## src/rtl/time_alarm_datapath.sv

```systemverilog
// Purpose : Clock/alarm datapath. Keeps running time HH:MM:SS from a 1 Hz tick, holds alarm HH:MM
//           and an edit buffer stepped by auto-repeating hour/minute increment levels, drives the
//           display mux and a registered alarm-match flag.
// Latency : display outputs are combinational from state; loads/increments land on the next edge;
//           alarm_match_o is registered (one cycle after the compared state).
// Backpr. : none; all strobes are consumed in the cycle they are presented.
// Ports   : clk_i, rst_ni (async active-low), sec_tick_i, show_time_i, show_alarm_i, load_time_i,
//           load_alarm_i, increment_hour_i, increment_min_i, alarm_on_i ->
//           disp_hour_o[4:0], disp_min_o[5:0], disp_sec_o[5:0], alarm_match_o
module time_alarm_datapath #(
    parameter int HOLD_CYCLES   = 1000,
    parameter int REPEAT_CYCLES = 250
) (
    input  logic       clk_i,
    input  logic       rst_ni,
    input  logic       sec_tick_i,
    input  logic       show_time_i,
    input  logic       show_alarm_i,
    input  logic       load_time_i,
    input  logic       load_alarm_i,
    input  logic       increment_hour_i,
    input  logic       increment_min_i,
    input  logic       alarm_on_i,
    output logic [4:0] disp_hour_o,
    output logic [5:0] disp_min_o,
    output logic [5:0] disp_sec_o,
    output logic       alarm_match_o
);

    // The repeat counter never exceeds max(HOLD_CYCLES, REPEAT_CYCLES) - 1.
    localparam int MAXC = (HOLD_CYCLES > REPEAT_CYCLES) ? HOLD_CYCLES : REPEAT_CYCLES;
    localparam int CW   = (MAXC > 1) ? $clog2(MAXC) : 1;
    localparam logic [CW-1:0] HOLD_LAST = CW'(HOLD_CYCLES - 1);
    localparam logic [CW-1:0] REP_LAST  = CW'(REPEAT_CYCLES - 1);

    localparam logic [4:0] HR_MAX  = 5'd23;
    localparam logic [5:0] MIN_MAX = 6'd59;
    localparam logic [5:0] SEC_MAX = 6'd59;

    // Running time
    logic [4:0] t_hr_q,  t_hr_d;
    logic [5:0] t_min_q, t_min_d;
    logic [5:0] t_sec_q, t_sec_d;

    // Alarm setting
    logic [4:0] a_hr_q,  a_hr_d;
    logic [5:0] a_min_q, a_min_d;

    // Edit buffer
    logic [4:0] e_hr_q,  e_hr_d;
    logic [5:0] e_min_q, e_min_d;

    logic alarm_match_q, alarm_match_d;

    // Auto-repeat generators; index 1 = hour field, index 0 = minute field.
    logic [1:0]         inc_lvl;
    logic [1:0]         inc_prev_q;
    logic [1:0][CW-1:0] rep_cnt_q, rep_cnt_d;
    logic [1:0]         rep_ph_q,  rep_ph_d;   // 0: waiting for hold delay, 1: repeating
    logic [1:0]         inc_pulse;

    assign inc_lvl = {increment_hour_i, increment_min_i};

    // ------------------------------------------------------------------
    // Auto-repeat: pulse on the rising edge of the level, again after
    // HOLD_CYCLES-1 further cycles, then every REPEAT_CYCLES while held.
    // Releasing the level clears the counter and phase.
    // ------------------------------------------------------------------
    always_comb begin
        rep_cnt_d = rep_cnt_q;
        rep_ph_d  = rep_ph_q;
        inc_pulse = 2'b00;
        for (int i = 0; i < 2; i++) begin
            if (!inc_lvl[i]) begin
                rep_cnt_d[i] = '0;
                rep_ph_d[i]  = 1'b0;
            end else begin
                if (!inc_prev_q[i]) begin
                    inc_pulse[i] = 1'b1;
                end
                if (!rep_ph_q[i]) begin
                    if (rep_cnt_q[i] == HOLD_LAST) begin
                        inc_pulse[i] = 1'b1;
                        rep_cnt_d[i] = '0;
                        rep_ph_d[i]  = 1'b1;
                    end else begin
                        rep_cnt_d[i] = rep_cnt_q[i] + CW'(1);
                    end
                end else begin
                    if (rep_cnt_q[i] == REP_LAST) begin
                        inc_pulse[i] = 1'b1;
                        rep_cnt_d[i] = '0;
                    end else begin
                        rep_cnt_d[i] = rep_cnt_q[i] + CW'(1);
                    end
                end
            end
        end
    end

    // ------------------------------------------------------------------
    // Running time: a load replaces the time and swallows a same-cycle tick.
    // ------------------------------------------------------------------
    always_comb begin
        t_hr_d  = t_hr_q;
        t_min_d = t_min_q;
        t_sec_d = t_sec_q;
        if (load_time_i) begin
            t_hr_d  = e_hr_q;
            t_min_d = e_min_q;
            t_sec_d = '0;
        end else if (sec_tick_i) begin
            if (t_sec_q == SEC_MAX) begin
                t_sec_d = '0;
                if (t_min_q == MIN_MAX) begin
                    t_min_d = '0;
                    t_hr_d  = (t_hr_q == HR_MAX) ? 5'd0 : t_hr_q + 5'd1;
                end else begin
                    t_min_d = t_min_q + 6'd1;
                end
            end else begin
                t_sec_d = t_sec_q + 6'd1;
            end
        end
    end

    // ------------------------------------------------------------------
    // Alarm setting: independent of load_time, both may happen together.
    // ------------------------------------------------------------------
    always_comb begin
        a_hr_d  = a_hr_q;
        a_min_d = a_min_q;
        if (load_alarm_i) begin
            a_hr_d  = e_hr_q;
            a_min_d = e_min_q;
        end
    end

    // ------------------------------------------------------------------
    // Edit buffer: show_time tracks the time, show_alarm copies the alarm,
    // otherwise increment pulses step each field without carry.
    // ------------------------------------------------------------------
    always_comb begin
        e_hr_d  = e_hr_q;
        e_min_d = e_min_q;
        if (show_time_i) begin
            e_hr_d  = t_hr_q;
            e_min_d = t_min_q;
        end else if (show_alarm_i) begin
            e_hr_d  = a_hr_q;
            e_min_d = a_min_q;
        end else begin
            if (inc_pulse[1]) begin
                e_hr_d = (e_hr_q == HR_MAX) ? 5'd0 : e_hr_q + 5'd1;
            end
            if (inc_pulse[0]) begin
                e_min_d = (e_min_q == MIN_MAX) ? 6'd0 : e_min_q + 6'd1;
            end
        end
    end

    // Compares the current registers, so the flag trails the time by one cycle.
    assign alarm_match_d = alarm_on_i && (t_hr_q == a_hr_q) && (t_min_q == a_min_q);

    always_ff @(posedge clk_i or negedge rst_ni) begin
        if (!rst_ni) begin
            t_hr_q        <= '0;
            t_min_q       <= '0;
            t_sec_q       <= '0;
            a_hr_q        <= '0;
            a_min_q       <= '0;
            e_hr_q        <= '0;
            e_min_q       <= '0;
            alarm_match_q <= 1'b0;
            inc_prev_q    <= '0;
            rep_cnt_q     <= '0;
            rep_ph_q      <= '0;
        end else begin
            t_hr_q        <= t_hr_d;
            t_min_q       <= t_min_d;
            t_sec_q       <= t_sec_d;
            a_hr_q        <= a_hr_d;
            a_min_q       <= a_min_d;
            e_hr_q        <= e_hr_d;
            e_min_q       <= e_min_d;
            alarm_match_q <= alarm_match_d;
            inc_prev_q    <= inc_lvl;
            rep_cnt_q     <= rep_cnt_d;
            rep_ph_q      <= rep_ph_d;
        end
    end

    // ------------------------------------------------------------------
    // Display mux: alarm view has priority over time view; with neither
    // selected the edit buffer is shown so edits are visible live.
    // ------------------------------------------------------------------
    always_comb begin
        disp_hour_o = e_hr_q;
        disp_min_o  = e_min_q;
        if (show_alarm_i) begin
            disp_hour_o = a_hr_q;
            disp_min_o  = a_min_q;
        end else if (show_time_i) begin
            disp_hour_o = t_hr_q;
            disp_min_o  = t_min_q;
        end
    end

    assign disp_sec_o    = t_sec_q;
    assign alarm_match_o = alarm_match_q;

endmodule

```

## config.mk

```make
export PLATFORM = sky130hd
export DESIGN_NAME = time_alarm_datapath
export DESIGN_NICKNAME = d
export VERILOG_FILES = /design/src/rtl/time_alarm_datapath.sv
export SDC_FILE = /design/constraint.sdc
export NUM_CORES = 1
export LEC_CHECK = 0
export CAP_MARGIN = 20
export CELL_PAD_IN_SITES_DETAIL_PLACEMENT = 1
export CELL_PAD_IN_SITES_GLOBAL_PLACEMENT = 1
export CORE_ASPECT_RATIO = 0.8
export CORE_MARGIN = 5
export CORE_UTILIZATION = 41
export CTS_CLUSTER_SIZE = 40
export DETAILED_ROUTE_END_ITERATION = 8
export GPL_TIMING_DRIVEN = 0
export PLACE_DENSITY = 0.75
export SLEW_MARGIN = 40
export SYNTH_ARGS = -nofsm -noshare
export SYNTH_HDL_FRONTEND = slang
export SYNTH_SLANG_ARGS = --single-unit
```

## constraint.sdc

```tcl
create_clock -name clk_i -period 1.7 [get_ports clk_i]
set_input_delay 0.34 -clock clk_i [delete_from_list [all_inputs] [get_ports clk_i]]
set_output_delay 0.34 -clock clk_i [all_outputs]
set_load 0.1 [all_outputs]
```

==> results of run 1 <==
[sequential cells by signal, summed over array words and instances (netlist names)]
register	cells
rep_cnt_q	20
a_min_q	6
disp_sec_o	6
e_min_q	6
t_min_q	6
a_hr_q	5
e_hr_q	5
t_hr_q	5
inc_prev_q	2
rep_ph_q	2
alarm_match_o	1
[per-layer routing]
layer  up-vias  wire, um  part of all wire
li1       1475         -                 -
met2        56      5579              0.51
met4         0       169             0.015
met1      1587      4844              0.44
met3        14       419             0.038
met5         -         0                 0
[layout by cell type (no fill, tap or decap), types with 10 or more instances in the layout]
cell and n:
o21ai_0 23, xnor2_1 23, inv_1 11, buf_12 11
nor2_1 34, dfrtp_2 22, nor3_1 10, mux2_2 21
nand2_1 27, dfrtp_1 37, a21oi_1 12, nand3_1 17
clkbuf_8 13, buf_4 21
[cells by family (layout without fill, tap and decap cells)]
logic type,after synthesis,count (layout),synth area share
flip-flops,64,64,0.4437
multiplexers,31,31,0.09359
AO/OA/AOI/OAI,88,88,0.1511
AND/OR/NAND/NOR,129,129,0.1737
adder cells (fa/ha/maj),9,9,0.03120
buffers and inverters,30,96,0.03154
XOR/XNOR,31,31,0.07522
[area by class of cell]
type	count	area, um2	area share
Timing Repair Buffer	56	614.3	0.1206
Multi-Input combinational cell	288	2290	0.4495
Sequential cell	64	1648	0.3235
Clock buffer	12	155.1	0.03046
Inverter	13	48.80	0.009580
Clock inverter	3	42.54	0.008352
Buffer	12	155.1	0.03046
Tap cell	112	140.1	0.02751
[how the worst max path moves through the flow]
stage / cells after the start / start / end
final: 8 / rep_cnt_q[11]$_DFF_PN0_ / e_hr_q[0]$_DFFE_PN0P_
after global routing: 8 / rep_cnt_q[11]$_DFF_PN0_ / e_hr_q[0]$_DFFE_PN0P_
after CTS: 7 / rep_cnt_q[10]$_DFF_PN0_ / e_hr_q[0]$_DFFE_PN0P_
after detailed placement: 7 / show_alarm_i / disp_min_o[5]
after global placement: 1 / rst_ni / disp_sec_o[0]$_DFFE_PN0P_
after floorplan: 7 / rep_cnt_q[11]$_DFF_PN0_ / e_hr_q[0]$_DFFE_PN0P_
[stage by stage]
stage            util  setup WS [ps]  setup TNS, ps  hold slack [ps]  total power, mW
6_report       0.5978         -383.4          -3254            396.8            6.748
5_1_grt        0.5978         -475.0          -5282            398.1            7.088
4_1_cts        0.5670         -400.9          -4073            390.7            6.485
3_5_place_dp   0.4991         -882.1         -18730            199.2            4.663
3_3_place_gp   0.5063          -2486        -157420            475.7            4.657
2_1_floorplan       -         -190.4          -1023            44.41            4.101
[worst max-delay path, cell delays in order, from the launching register on]
cell and delay [ps]:
dfrtp_1 380, inv_1 60, ha_1 150, or4b_4 480, nor4_4 170, a21oi_2 80
a31oi_4 170, buf_12 140, mux2_2 330
[where the power goes]
part | internal (mW) | switching, mW
Clock | 0.747 | 0.600
Sequential | 1.87 | 0.579
Combinational | 1.33 | 1.62
Total | 3.95 | 2.80
[timing repair]
item                                   in CTS  in global routing
setup buffers                              14                 12
setup endpoints to repair                  42                 52
hold buffers                                1                  0
gates resized for setup                    84                 48
cloned                                      2                  0
pin swaps                                   9                  9
endpoints found under the hold margin      18                  0
==> results.md, run 1 <==
* Status: complete, but fails checks
* Violations in the final reports: setup timing
* Initial Util at 0.4236
* N_diodes at 0
* Yosys top cell by area: dfrtp_1
* Post-Layout Cell Count at 560
* Initial antenna violation count at 0
* Placed Area at around 4300 um2
* Critical Path End Type: flip-flop
* Peak VDD IR at between 0.0008 and 0.0009 V
* Vias after detailed routing at around 3100
* Synth top area cells: dfrtp_1 44%, mux2_2 6.9%, xnor2_1 5.6%
* CP Max Fanout at 5
* First-pass GRT wire length at 17800 um
* Syn Area/Cell at 9.450 um2
* DP HPWL at 6942 um
* Post-Syn Area at roughly 3600 um2
* Setup-violating endpoint count in the final report at 22
* Fin worst setup slack at -383.4 ps
* Num ports at 28
* WL/cell at roughly 20 um
* Worst slew margin at 0.5054
* R2R Path End: e_hr_q[0]$_DFFE_PN0P_
* CTS Buffer Depth at 2
* Overall Global Routing Usage at 0.2130
* Area growth syn-to-layout at 41.11%
* Placed cell count at ~520
* Most common library cells after synthesis: 64 x dfrtp_1, 36 x o21ai_0, 35 x nand2_1, 34 x nor2_1, 23 x xnor2_1
* Top_reg_cell synth: dfrtp_1
* Worst EP arrival at ~2300 ps
* Final WL at around 11000 um
* H-tree levels at 3
* Port Buffers at 26
* Via density at about 5.6
* Min Tclk post-route at roughly 2100 ps
* Residual DRC count at 0
* Depth of the most critical reg-to-reg path at 8
* Achievable clock frequency at roughly 480 MHz
* R2r startpoint: rep_cnt_q[11]$_DFF_PN0_
* Post-route cell area at 5094 um2
* Row count at 30
* Synth async-reset ratio at 1.000
* Layout cells sized above 1 at 0.3862
* Ys Warns at 0
* Gr busiest metal: met2
* M3 GR Usage at 0.04765
* Leakage at 2.090 nW
* Net Count, Synth at ~400
* Worst skew pair latency at about 350 ps
* Largest net degree at the start of global routing at 47
* Count leader, synth: dfrtp_1
* Mapped Cells at between 300 and 400
* Area share of the largest cell type after synthesis at 0.4437
* Clk slew on worst S/H paths at ~70 ps
* Die Wd at roughly 110 um
* Final Wtd Congestion at 0.7931
* Post-synth EDFFs at 0
* RSZ-0062 raised after global routing: true
* Pre-antenna DRT Iters at 4
* NumNets Final at between 400 and 500
* #FFs+latches synth at between 60 and 70
* Final Max Tran Viols at 0
* CTS tree: yes
* Congestion Overflow GR at 0
* Netlist cell types at 45
* Required time of the critical path at 1930 ps
* R2R setup slack at -380 ps
* Hold Path Class: in -> async
* Post-route ant nets at 0
* Core area at around 8500 um2
* Die ar. at around 11000 um2
* Setup crit start kind: flip-flop
* Die height at approximately 94 um
* Pwr dens at approximately 1300 nW/um2
* Root buffer cell: clkbuf_8
* Critical path class: reg -> reg
* Final Hold Violating Endpoints at 0
* GRT met2 Usage at 0.3565
* Met1 usage at 0.2720
* Worst-margin pin slew at 741.8 ps
* Number of global-route vias before repair at ~3400
* TritonCTS Sinks at 64
* Register area share after synthesis at 0.4437
* Layout Skew at roughly 11 ps
* Filler cell count at around 900
* Num CTS Buffers at 9
* Fin crit share at 1.226
* Iter 0 DRT Violations at between 150 and 200
* Max cap viols at 0
Note: power is estimated with default switching activity, not from simulation.
==> run 2, diff against run 1 <==
==> constraint.sdc (replaced) <==
create_clock -name clk_i -period 1.7 [get_ports clk_i]
set_input_delay 0.51 -clock clk_i [delete_from_list [all_inputs] [get_ports clk_i]]
set_output_delay 0.51 -clock clk_i [all_outputs]
set_load 0.1 [all_outputs]
==> results.md, run 2 (same netlist as run 1, synthesis figures left out) <==
* Status: complete, but fails checks
* Violations in the final reports: setup timing
* Iter 0 DRT Violations at 193 (+3.2%)
* Post-route ant nets at 0 (unchanged)
* Die ar. at 10790 um2 (unchanged)
* TritonCTS Sinks at 64 (unchanged)
* Wire length on met1 at 5321 um (+9.8%)
* Clock power frac at 0.201 (about the same)
* Logic pwr share at 0.444 (+0.007)
* Root buffer cell: clkbuf_8
* Pre-antenna DRT Iters at 4 (unchanged)
* Die Wd at 114.9 um (unchanged)
* CP Max Fanout at 5 (unchanged)
* Clk slew on worst S/H paths at 100 ps (+30 ps)
* R2r startpoint: rep_cnt_q[11]$_DFF_PN0_
* DP HPWL at 6987 um (+0.65%)
* Layout Utilization at 0.6358 (+0.03803)
* Layout Skew at 19.45 ps (+8.041 ps)
* Number of global-route vias before repair at 3551 (+4.0%)
* CTS tree: yes
* Sw Share at 0.4325 (+0.01767)
* Port Buffers at 26 (unchanged)
* Metal3 WL at 581 um (+39%)
* Sequential Power Share at 0.356 (-0.007)
* Num ports at 28 (unchanged)
* Total length of routed met2 wires at 6458 um (+16%)
* Hold Path Class: in -> async
* Most flop-heavy register: rep_cnt_q
* Residual DRC count at 0 (unchanged)
* Core area at 8521 um2 (unchanged)
* Vias after detailed routing at 3303 (+5.5%)
* R2R setup slack at -340 ps (+40 ps)
* Worst EP arrival at 2280 ps (-30 ps)
* H-tree levels at 3 (unchanged)
* Initial Util at 0.4236 (unchanged)
* Final WL at 12560 um (+14%)
* Max cap viols at 0 (unchanged)
* Peak VDD IR at 0.0008503 V (+1.5%)
* R2R Path End: e_hr_q[3]$_DFFE_PN0P_
* Most frequent cells in the layout: 38 x buf_4, 37 x dfrtp_1, 33 x nor2_1
* Layout cells sized above 1 at 0.4286 (+0.04241)
* Die height at 93.93 um (unchanged)
* Fin crit share at 1.202 (-0.02345)
* Achievable clock frequency at 489.3 MHz (+2.0%)
* N_diodes at 0 (unchanged)
* Largest net degree at the start of global routing at 58 (+23%)
* CTS Buffer Depth at 2 (unchanged)
* Overall Global Routing Usage at 0.2384 (+0.02541)
* Switching pwr at 3.023 mW (+8.0%)
* Pint at 3.967 mW (+0.45%)
* Min Tclk post-route at 2044 ps (-39.87 ps)
* Uppermost layer routed: met4
* First-pass GRT wire length at 19760 um (+11%)
* Final Hold Violating Endpoints at 0 (unchanged)
* Setup-violating endpoint count in the final report at 32 (+45%)
* Leakage at 2.258 nW (+8.1%)
* Critical Path End Type: flip-flop
* Area growth syn-to-layout at 50.09%
* Worst slew margin at 0.5755 (+0.07003)
* WL/cell at 21.87 um (+11%)
* Num CTS Buffers at 9 (unchanged)
* Final Wtd Congestion at 0.7689 (-3.1%)
* Final Max Tran Viols at 0 (unchanged)
* Fin worst setup slack at -343.5 ps (+39.87 ps)
* Row count at 30 (unchanged)
* Via density at 5.754 (+2.9%)
* Critical path class: reg -> reg
* Worst-margin pin slew at 636.8 ps (-105.0 ps)
* Initial antenna violation count at 0 (unchanged)
* NumNets Final at 476 (+2.8%)
* Tot Pwr at 6.990 mW (+3.6%)
* RSZ-0062 raised after global routing: true
* Max reg flops at 20 (unchanged)
* Required time of the critical path at 1940 ps (about the same)
* Most common cell after layout, fill and taps aside: buf_4
* Pwr dens at 1290 nW/um2 (-2.6%)
* Congestion Overflow GR at 0 (unchanged)
* Worst skew pair latency at 370 ps (+20 ps)
* Depth of the most critical reg-to-reg path at 8 (unchanged)
* Setup crit start kind: flip-flop
## run 2: cell count changes in the layout (fill, tap and decap cells not counted), moves of 3 or more
cell / previous run / this run
ha_1: 5 / 2
buf_2: 7 / 1
mux2_4: 1 / 9
mux2i_4: 3 / 0
mux2_2: 21 / 13
buf_12: 11 / 15
nor4_4: 1 / 4
buf_4: 21 / 38
nand2_2: 7 / 4
nand2_4: 0 / 6
buf_6: 7 / 4
clkbuf_16: 3 / 6
nor4_2: 3 / 0
## run 2: cell type report
type                    instances  area (um2)
clock inverters                 7       78.83
clock buffers                   9       123.9
repair buffers                 70       818.3
multi-input cells             288        2387
well taps                     112       140.1
plain buffers                  11       165.2
inverters                      13       56.30
flip-flops and latches         64        1648
fillers                       868        3103
## run 2: power by group through the flow
| stage | combinational (mW) | clock (mW) | sequential, mW |
|---|---|---|---|
| final | 3.10 | 1.40 | 2.49 |
| after global routing | 3.27 | 1.50 | 2.53 |
| after CTS | 2.84 | 1.41 | 2.41 |
| after detailed placement | 2.39 | 0 | 2.36 |
| after global placement | 2.41 | 0 | 2.34 |
| after floorplan | 1.96 | 0 | 2.22 |
## run 2: repair_timing
item	CTS	global route
endpoints found under the setup margin	42	53
hold endpoints to repair	7	0
hold buffers	1	0
resized for setup	102	56
gates cloned	5	0
setup buffers	26	16
pin swaps	15	17
## run 2: worst max-delay path by stage
stage / slack, ps / start / endpoint
3_5_place_dp: -1130 / show_time_i / disp_hour_o[3]
2_1_floorplan: -350 / show_time_i / disp_min_o[3]
4_1_cts: -400 / rep_cnt_q[11]$_DFF_PN0_ / e_hr_q[0]$_DFFE_PN0P_
5_1_grt: -440 / rep_cnt_q[11]$_DFF_PN0_ / e_hr_q[3]$_DFFE_PN0P_
3_3_place_gp: -2710 / rst_ni / disp_sec_o[1]$_DFFE_PN0P_
6_report: -340 / rep_cnt_q[11]$_DFF_PN0_ / e_hr_q[3]$_DFFE_PN0P_
## run 2: routing by layer
layer | up-vias | GRT usage
met3 | 17 | 0.05151
met4 | 0 | 0.05963
li1 | 1500 | -
met5 | - | 0
met1 | 1699 | 0.3104
met2 | 87 | 0.4027
## run 2: worst max-delay path: stages (launching register included)
cell,delay [ps]
dfrtp_1,400
inv_2,70
ha_4,120
or4b_4,460
nor4_4,160
a21oi_2,80
a31oi_4,160
buf_12,150
mux2_4,300
## run 2: stage by stage
step / cells / TNS (ps) / area (um2) / setup slack [ps] / hold WS (ps)
floorplan: 382 / -4346 / 4008 / -347.8 / 214.4
global placement: 520 / -180700 / 4408 / -2713 / 474.7
detailed placement: 521 / -25440 / 4347 / -1129 / 326.1
CTS: 564 / -6482 / 5155 / -396.5 / 501.5
global route: 574 / -9189 / 5418 / -435.6 / 506.9
finish: 574 / -6754 / 5418 / -343.5 / 500.5
